===== src/rtl/maf_sign_prep_pkg.sv =====
// Shared definitions for the multiply-add sign-path front end: default widths,
// bias and shift saturation, plus the stage-1 payload layout.
package maf_pkg;

  localparam int unsigned EXP_W     = 8;
  localparam int unsigned BIAS      = 127;
  localparam int unsigned SHIFT_SAT = 74;
  localparam int unsigned EXP_EXT_W = EXP_W + 2;

  typedef struct packed {
    logic                        sign_prod;
    logic                        eff_sub;
    logic                        sign_c;
    logic                        prod_zero;
    logic signed [EXP_EXT_W-1:0] exp_ab;
    logic        [EXP_W-1:0]     exp_c;
  } s1_payload_t;

endpackage : maf_pkg


===== src/rtl/maf_sign_prep_exp_cmp.sv =====
// Combinational exponent comparison for stage 2: signed compare of the product
// exponent against the addend exponent, saturated absolute difference and max.
module maf_exp_cmp #(
  parameter int unsigned EXP_W     = maf_pkg::EXP_W,
  parameter int unsigned SHIFT_SAT = maf_pkg::SHIFT_SAT
) (
  input  logic signed [EXP_W+1:0] exp_ab,
  input  logic        [EXP_W-1:0] exp_c,
  input  logic                    prod_zero,
  output logic                    comp_exp,
  output logic        [EXP_W+1:0] exp_diff,
  output logic        [EXP_W+1:0] exp_max
);

  localparam int unsigned EXT_W = EXP_W + 2;
  localparam logic [EXT_W-1:0] SAT_VAL = EXT_W'(SHIFT_SAT);

  logic signed [EXT_W-1:0] c_ext;
  logic signed [EXT_W-1:0] diff;
  logic        [EXT_W-1:0] mag;
  logic                    ab_gt;

  // Both operands fit in EXT_W-1 magnitude bits, so the subtraction cannot wrap.
  assign c_ext = $signed({2'b00, exp_c});
  assign diff  = exp_ab - c_ext;
  assign ab_gt = exp_ab > c_ext;
  assign mag   = ab_gt ? diff : -diff;

  always_comb begin
    comp_exp = 1'b0;
    exp_diff = SAT_VAL;
    exp_max  = c_ext;
    if (!prod_zero) begin
      comp_exp = ab_gt;
      exp_diff = (mag > SAT_VAL) ? SAT_VAL : mag;
      exp_max  = ab_gt ? exp_ab : c_ext;
    end
  end

endmodule : maf_exp_cmp


===== src/rtl/maf_sign_prep.sv =====
// Two-stage valid/ready front end of the multiply-add sign path.
// Optional MAF_SIGN_PREP_STATS_EN adds eff_sub_cnt, a wrapping count of effective subtractions.
module maf_sign_prep #(
  parameter int unsigned EXP_W     = maf_pkg::EXP_W,
  parameter int unsigned BIAS      = maf_pkg::BIAS,
  parameter int unsigned SHIFT_SAT = maf_pkg::SHIFT_SAT
) (
  input  logic             clk,
  input  logic             rst_n,
  input  logic             in_valid,
  output logic             in_ready,
  input  logic             sign_a,
  input  logic             sign_b,
  input  logic             sign_c,
  input  logic [EXP_W-1:0] exp_a,
  input  logic [EXP_W-1:0] exp_b,
  input  logic [EXP_W-1:0] exp_c,
  output logic             out_valid,
  input  logic             out_ready,
  output logic             eff_sub,
  output logic             comp_exp,
  output logic             sign_prod,
  output logic             sign_c_q,
  output logic             prod_zero,
  output logic [EXP_W+1:0] exp_diff,
`ifdef MAF_SIGN_PREP_STATS_EN
  output logic [EXP_W+1:0] exp_max,
  output logic [15:0]      eff_sub_cnt
`else
  output logic [EXP_W+1:0] exp_max
`endif
);

  import maf_pkg::*;

  localparam int unsigned EXT_W = EXP_W + 2;

  logic        s1_v;
  logic        s2_v;
  logic        s1_adv;
  logic        s1_load;
  logic        s2_load;
  s1_payload_t s1_d;
  s1_payload_t s1_q;

  logic             cmp_comp;
  logic [EXT_W-1:0] cmp_diff;
  logic [EXT_W-1:0] cmp_max;

  assign s1_adv    = !s2_v || out_ready;
  assign in_ready  = !s1_v || s1_adv;
  assign s1_load   = in_valid && in_ready;
  assign s2_load   = s1_v && s1_adv;
  assign out_valid = s2_v;

  always_comb begin
    s1_d           = '0;
    s1_d.sign_prod = sign_a ^ sign_b;
    s1_d.eff_sub   = sign_a ^ sign_b ^ sign_c;
    s1_d.sign_c    = sign_c;
    s1_d.prod_zero = (exp_a == '0) || (exp_b == '0);
    s1_d.exp_ab    = $signed({2'b00, exp_a}) + $signed({2'b00, exp_b})
                     - $signed(EXT_W'(BIAS));
    s1_d.exp_c     = exp_c;
  end

  // Valid flags: a stage refills in the same cycle it drains, so no bubble.
  always_ff @(posedge clk or negedge rst_n) begin
    if (!rst_n) begin
      s1_v <= 1'b0;
      s2_v <= 1'b0;
    end else begin
      if (s1_load)     s1_v <= 1'b1;
      else if (s1_adv) s1_v <= 1'b0;
      if (s2_load)        s2_v <= 1'b1;
      else if (out_ready) s2_v <= 1'b0;
    end
  end

  always_ff @(posedge clk or negedge rst_n) begin
    if (!rst_n) s1_q <= '0;
    else if (s1_load) s1_q <= s1_d;
  end

  maf_exp_cmp #(
    .EXP_W     (EXP_W),
    .SHIFT_SAT (SHIFT_SAT)
  ) u_exp_cmp (
    .exp_ab    (s1_q.exp_ab),
    .exp_c     (s1_q.exp_c),
    .prod_zero (s1_q.prod_zero),
    .comp_exp  (cmp_comp),
    .exp_diff  (cmp_diff),
    .exp_max   (cmp_max)
  );

  always_ff @(posedge clk or negedge rst_n) begin
    if (!rst_n) begin
      eff_sub   <= 1'b0;
      comp_exp  <= 1'b0;
      sign_prod <= 1'b0;
      sign_c_q  <= 1'b0;
      prod_zero <= 1'b0;
      exp_diff  <= '0;
      exp_max   <= '0;
    end else if (s2_load) begin
      eff_sub   <= s1_q.eff_sub;
      comp_exp  <= cmp_comp;
      sign_prod <= s1_q.sign_prod;
      sign_c_q  <= s1_q.sign_c;
      prod_zero <= s1_q.prod_zero;
      exp_diff  <= cmp_diff;
      exp_max   <= cmp_max;
    end
  end

`ifdef MAF_SIGN_PREP_STATS_EN
  always_ff @(posedge clk or negedge rst_n) begin
    if (!rst_n) eff_sub_cnt <= '0;
    else if (s2_v && out_ready && eff_sub) eff_sub_cnt <= eff_sub_cnt + 16'd1;
  end
`endif

endmodule : maf_sign_prep


===== config.mk =====
export PLATFORM = sky130hd
export DESIGN_NAME = maf_sign_prep
export DESIGN_NICKNAME = d
export VERILOG_FILES = /design/src/rtl/maf_sign_prep_pkg.sv /design/src/rtl/maf_sign_prep_exp_cmp.sv /design/src/rtl/maf_sign_prep.sv
export SDC_FILE = /design/constraint.sdc
export NUM_CORES = 1
export LEC_CHECK = 0
export BUFFER_PORTS_ARGS = -buffer_cell sky130_fd_sc_hd__buf_4
export CAP_MARGIN = 20
export CORE_MARGIN = 3
export CORE_UTILIZATION = 61
export DETAILED_ROUTE_END_ITERATION = 16
export PLACE_DENSITY = 0.95
export SLEW_MARGIN = 20
export SYNTH_ARGS = -nofsm -noshare
export SYNTH_HDL_FRONTEND = slang
export SYNTH_SLANG_ARGS = --single-unit
export TNS_END_PERCENT = 30

===== constraint.sdc =====
create_clock -name clk -period 7.7 [get_ports clk]
set_input_delay 1.155 -clock clk [delete_from_list [all_inputs] [get_ports clk]]
set_output_delay 1.155 -clock clk [all_outputs]
set_load 0.02 [all_outputs]

**Word level (Yosys, flattened, before mapping)**

Index checks and enable logic that the tools add are counted.

- Bits of input ports: 31
- Word-level logic and storage cells: 44
- Output and inout bits: 27
- Register bits after elaboration: 49

- $lt $le $gt $ge: 2
- Mux-type cells: 10
- Reductions and logical operators: 11
- $add $sub $neg: 4
- Bitwise gates (word level): 2

Operator list:

| operator | number |
|---|---|
| 10-bit two-way mux | 5 |
| 8-bit logical NOT | 2 |
| 10-bit by 7-bit > comparator with 1-bit output, second input constant | 1 |
| 10-bit by 9-bit > comparator with 1-bit output | 1 |
| 10-bit negation | 1 |
| 10-bit by 9-bit subtractor with 10-bit output | 1 |
| 9-bit by 7-bit subtractor with 10-bit output, second input constant | 1 |
| 8-bit by 8-bit adder with 9-bit output | 1 |
| 1-bit two-way mux | 5 |
| 2-bit nonzero test | 2 |
| 1-bit logical OR | 3 |
| 1-bit logical AND | 2 |
| 1-bit logical NOT | 2 |
| 1-bit bitwise XOR | 2 |

**Longest topological paths before layout**

- Word-level depth: 6
- Mapped depth: 12
- Gate-level depth less buffers: 12

**By module**

From an unflattened synthesis, not the netlist that was laid out.

- Cells, all modules: 334
- Area total of the unflattened synthesis: 3533.4 um^2

Modules (own cells, without submodules):

| module | sequential area each (um^2) | cells an instance | area each (um^2) | times used |
|---|---|---|---|---|
| maf_sign_prep | 1226.2 | 173 | 2284.7 | 1 |
| maf_exp_cmp | 0.0 | 161 | 1248.7 | 1 |

**Worst setup path before layout**

Ideal clock, no wire load.

- Path type: input to register
- Start point: input exp_a[2]
- End point: register s1_q[16] (netlist bit)
- Path buffers: 0
- Setup slack: 4735 ps
- Data required time: 7566 ps
- Arrival: 2831 ps
- Stages: 10
- Library setup time: 134 ps
- Cell sequence: ha_1 ha_1 a21o_1 a21oi_1 o21bai_1 a21oi_1 o21bai_1 a21oi_1 xnor2_1 o21ai_0

- Cells in the longest elaborated chain, start to end: 2

Ends and longest elaborated chain:

| what | line | source |
|---|---|---|
| from (decl) | maf_sign_prep.sv:15 | `input logic [EXP_W-1:0] exp_a,` |
| 8-bit by 8-bit adder with 9-bit output | maf_sign_prep.sv:62 | `s1_d.exp_ab = $signed({2'b00, exp_a}) + $signed({2'b00, exp_b})` |
| 9-bit by 7-bit subtractor with 10-bit output | maf_sign_prep.sv:63 | `- $signed(EXT_W'(BIAS));` |
| to (signal assigned) | maf_sign_prep.sv:81 | `if (!rst_n) s1_q <= '0;` |
| to (signal assigned) | maf_sign_prep.sv:82 | `else if (s1_load) s1_q <= s1_d;` |
| to (decl) | maf_sign_prep.sv:44 | `s1_payload_t s1_q;` |

Every way passes these cells.
A chain may end at the register's enable or synchronous reset.

**Worst setup path in the final report**

- Start point: register s1_q[4] (netlist bit)
- End point: register exp_diff[1]

- Cells in the longest elaborated chain, start to end: 6
- Elaborated cells between the ends (all ways): 7
- Those cells by class: add/sub: 2; order compare: 2; mux: 3

Ends and longest elaborated chain:

| what | line | source |
|---|---|---|
| 10-bit by 9-bit subtractor with 10-bit output | maf_sign_prep_exp_cmp.sv:25 | `assign diff = exp_ab - c_ext;` |
| 10-bit negation | maf_sign_prep_exp_cmp.sv:27 | `assign mag = ab_gt ? diff : -diff;` |
| 10-bit two-way mux (*) | maf_sign_prep_exp_cmp.sv:27 |  |
| 10-bit by 7-bit > comparator with 1-bit output | maf_sign_prep_exp_cmp.sv:35 | `exp_diff = (mag > SAT_VAL) ? SAT_VAL : mag;` |
| 10-bit two-way mux (*) | maf_sign_prep_exp_cmp.sv:35 |  |
| 10-bit two-way mux (*) | maf_sign_prep_exp_cmp.sv:33 | `if (!prod_zero) begin` |
| to (signal assigned) | maf_sign_prep.sv:112 | `exp_diff <= cmp_diff;` |
| to (decl) | maf_sign_prep.sv:25 | `output logic [EXP_W+1:0] exp_diff,` |

Every way passes the cells marked *; elsewhere a longest branch is shown, timed or not.

==> summary.txt <==
Critical path
  – Crit Path Class: reg2reg
  – Reg-to-reg critical path startpoint: s1_q[4]
  – Worst Path Arrival: 3.29 ns
  – Endpoint class of the critical path: flop
  – Slowest-stage cell, CP: ha_1
  – CP cell instances: inv_1 -> ha_1 -> nand4_4 -> o41a_1 -> o21ai_1 -> mux2_2 -> nor2b_1 -> o21ai_1 -> a21oi_2 -> o32a_1
  – CP Data Required Time: 7.89 ns
  – Max FO, Critical Path: 9
  – Worst R2R Path Depth: 10
  – Worst path max stage delay: 0.53 ns
  – Setup slack, reg-to-reg: 4.60 ns
  – Critical path's most frequent cell: o21ai_1
  – Worst path top cell family by delay: compound AO/OA/AOI/OAI gates
  – Startpoint type of the worst setup path: flop
  – R2r endpoint: exp_diff[1]
  – CP bufs+invs: 1

Final layout
  – Layout area overhead: 16.4%
  – Diode count: 0
  – Fin cells: 447
  – Layout cells sized above 1: 0.263
  – Nets@finish: 436
  – Fillers: 319
  – Fin util: 0.767

Clock network
  – Post-CTS Resized: 0
  – CTS Buf Count: 5
  – Postcts setup bufs: 0
  – Clock Path Buffers: 2
  – Clock Sinks: 49
  – Worst-path clk slew: 0.10 ns
  – CTS tree: done
  – Htree depth: 2
  – Post-cts hold buffer count: 0
  – Clock root cell: clkbuf_8
  – Clock latency on the worst-skew pair: 0.31 ns

STA
  – Post-layout min period: 3.10 ns
  – Slew HR: 0.310
  – RSZ-0062 raised after global routing: false
  – Skew final: 0.00993 ns
  – Highest Clock Rate: 0.322 GHz
  – Final setup TNS: 0 ns
  – Actual slew at the worst max-slew pin: 1.03 ns
  – Final setup viols: 0
  – Final worst-path cycle share: 0.403
  – Fin. Hold Viols: 0
  – Max Slew Vio Count: 0
  – Post-route setup slack: 4.60 ns
  – Hold Worst Slack: 0.480 ns

Floorplan
  – Initial Util: 0.659
  – Std-Cell Rows: 25
  – Die width: 79.1 um
  – Core Footprint: 0.00494 mm2
  – Die area: 0.00625 mm2
  – Ports: 58
  – Die H: 79.1 um

Routing
  – DRT Pass-1 Iters: 4
  – WL/cell: 15.6 um
  – Vias/cell: 5.83
  – WL final: 6960 um
  – Antenna Violating Nets Remaining: 0
  – Via count: 2604
  – DRC errors left: 0
  – Iter 0 DRT Violations: 137

Worst hold path
  – Worst hold path stage count: 2
  – Hold_sp: exp_diff[5]
  – Worst hold endpoint: exp_diff[5]
  – Hold Crit Class: reg2reg

Global routing
  – Vias in the first global route: 2550
  – First-pass GRT wire length: 11400 um
  – Largest net degree at the start of global routing: 50
  – GRT Total Usage: 0.231
  – Initial antenna violation count: 0
  – Grt ovf: 0

Placed design
  – IO Port Bufs: 57
  – DP Cell Count: 439
  – Placer Congestion: 0.839
  – DP Worst Slack: 4.37 ns
  – Post-DP HPWL: 5510 um

Synth
  – Synthesis-stage register bit count: 49
  – Cells after synthesis: 327
  – Ys flop type: dfrtp_1
  – Async S/R FF share, synth: 1.00
  – Post-synthesis sequential area ratio: 0.377
  – Yosys warns: 0
  – Post-synth top area share: 0.377
  – Mapped cell area: 0.00326 mm2
  – Synth top area cells: dfrtp_1 (38%), ha_1 (9.2%), nand2_1 (5.5%), xnor2_1 (4.8%), mux2_2 (4.2%)
  – Area leader, netlist: dfrtp_1
  – Number of synthesized flops with an enable pin: 0
  – Syn nets: 384
  – Synth unique cells: 62
  – Mean Syn Cell Area: 9.96 um2

Power
  – VDD IR max: 0.183 mV
  – Leakage: 0.00179 uW
  – Pwr dens: 323 mW/mm2

Job
  – Max-Cap Viols: 0

Run status
  – Status: completed
[placed cells by master (no fill, tap or decap), types with 2 or more instances in the layout]
cell,synthesis,final
and4_1,2,2
nand3_1,2,2
nor2b_1,4,4
o21bai_1,3,3
mux2i_1,10,10
a21oi_1,8,8
a21oi_2,4,4
nand2_1,48,48
o31ai_1,7,7
buf_4,1,58
xor2_1,3,3
o32a_1,2,2
nor4_1,3,3
or4_1,2,2
fa_1,2,2
and2_1,5,5
nand2b_1,4,4
ha_1,24,24
nor3_2,2,2
nand3b_1,4,4
nor2_1,12,12
clkbuf_8,0,5
o21ai_0,24,24
mux2_2,12,12
o21a_1,2,2
a21o_1,2,2
o21ai_1,3,3
dfrtp_1,49,49
inv_1,24,24
xnor2_1,18,18
[per-layer routing]
metal  global-route usage  part of all wire  vias to the layer above
met5                    0                 0                        -
met4               0.0859             0.021                        0
met3               0.0351             0.039                       15
met2                0.434              0.55                       64
met1                0.261              0.39                     1270
li1                     -                 -                     1255
[sequential cells by signal, indices dropped and copies added, names as in the netlist]
register,flops
comp_exp,1
eff_sub,1
exp_diff,10
exp_max,10
out_valid,1
prod_zero,1
s1_q,22
s1_v,1
sign_c_q,1
sign_prod,1
[logic make-up (layout without fill, tap and decap cells)]
kind of cell | Yosys count | after routing | synth area share
flops | 49 | 49 | 0.377
xor+xnor | 21 | 21 | 0.0565
fa+ha+maj | 26 | 26 | 0.105
buf+inv | 37 | 90 | 0.0511
mux | 22 | 22 | 0.0723
compound gates | 74 | 74 | 0.177
simple gates | 98 | 98 | 0.162
[where the power goes]
group | switching [uW] | internal (uW)
Combinational | 405 | 303
Sequential | 44.0 | 318
Clock | 88.4 | 64.5
[synthesized netlist by cell type (3+ instances only)]
cell type	instances
a21oi_1	8
a21oi_2	4
and2_1	5
buf_6	3
clkbuf_1	7
dfrtp_1	49
ha_1	24
inv_1	24
mux2_2	12
mux2i_1	10
nand2_1	48
nand2b_1	4
nand3b_1	4
nor2_1	12
nor2b_1	4
nor4_1	3
o21ai_0	24
o21ai_1	3
o21bai_1	3
o31ai_1	7
xnor2_1	18
xor2_1	3
[worst min-delay path, delay by kind of cell (launching register included)]
kind / cells / cell delay [ns]
AOI/OAI and AO/OA: 1 / 0.05
DFF: 1 / 0.35
and+or+nand+nor: 1 / 0.05
[worst max-delay path by stage]
stage	startpoint	to	slack (ns)	cells past startpoint
6_report	s1_q[4]	exp_diff[1]	4.60	10
5_1_grt	s1_q[6]	exp_diff[1]	4.38	10
4_1_cts	s1_q[6]	exp_diff[1]	4.62	10
3_5_place_dp	exp_a[2]	s1_q[16]	4.37	11
3_3_place_gp	exp_a[2]	s1_q[16]	4.50	11
2_1_floorplan	exp_a[2]	s1_q[16]	4.74	10
[final cells by class]
type	instances	area, um2	share of cell area
Sequential cell	49	1230	0.324
Multi-Input combinational cell	241	1860	0.492
Inverter	24	90.1	0.0238
Clock inverter	3	21.3	0.00561
Tap cell	67	83.8	0.0221
Timing Repair Buffer	58	435	0.115
Clock buffer	5	68.8	0.0182
[stage by stage]
stage	power, uW	instance area, um2
after floorplan	898	3260
after global placement	1040	3700
after detailed placement	1070	3700
after CTS	1230	3790
after global routing	1310	3790
final	1220	3790
(Power assumes the default switching activity.)
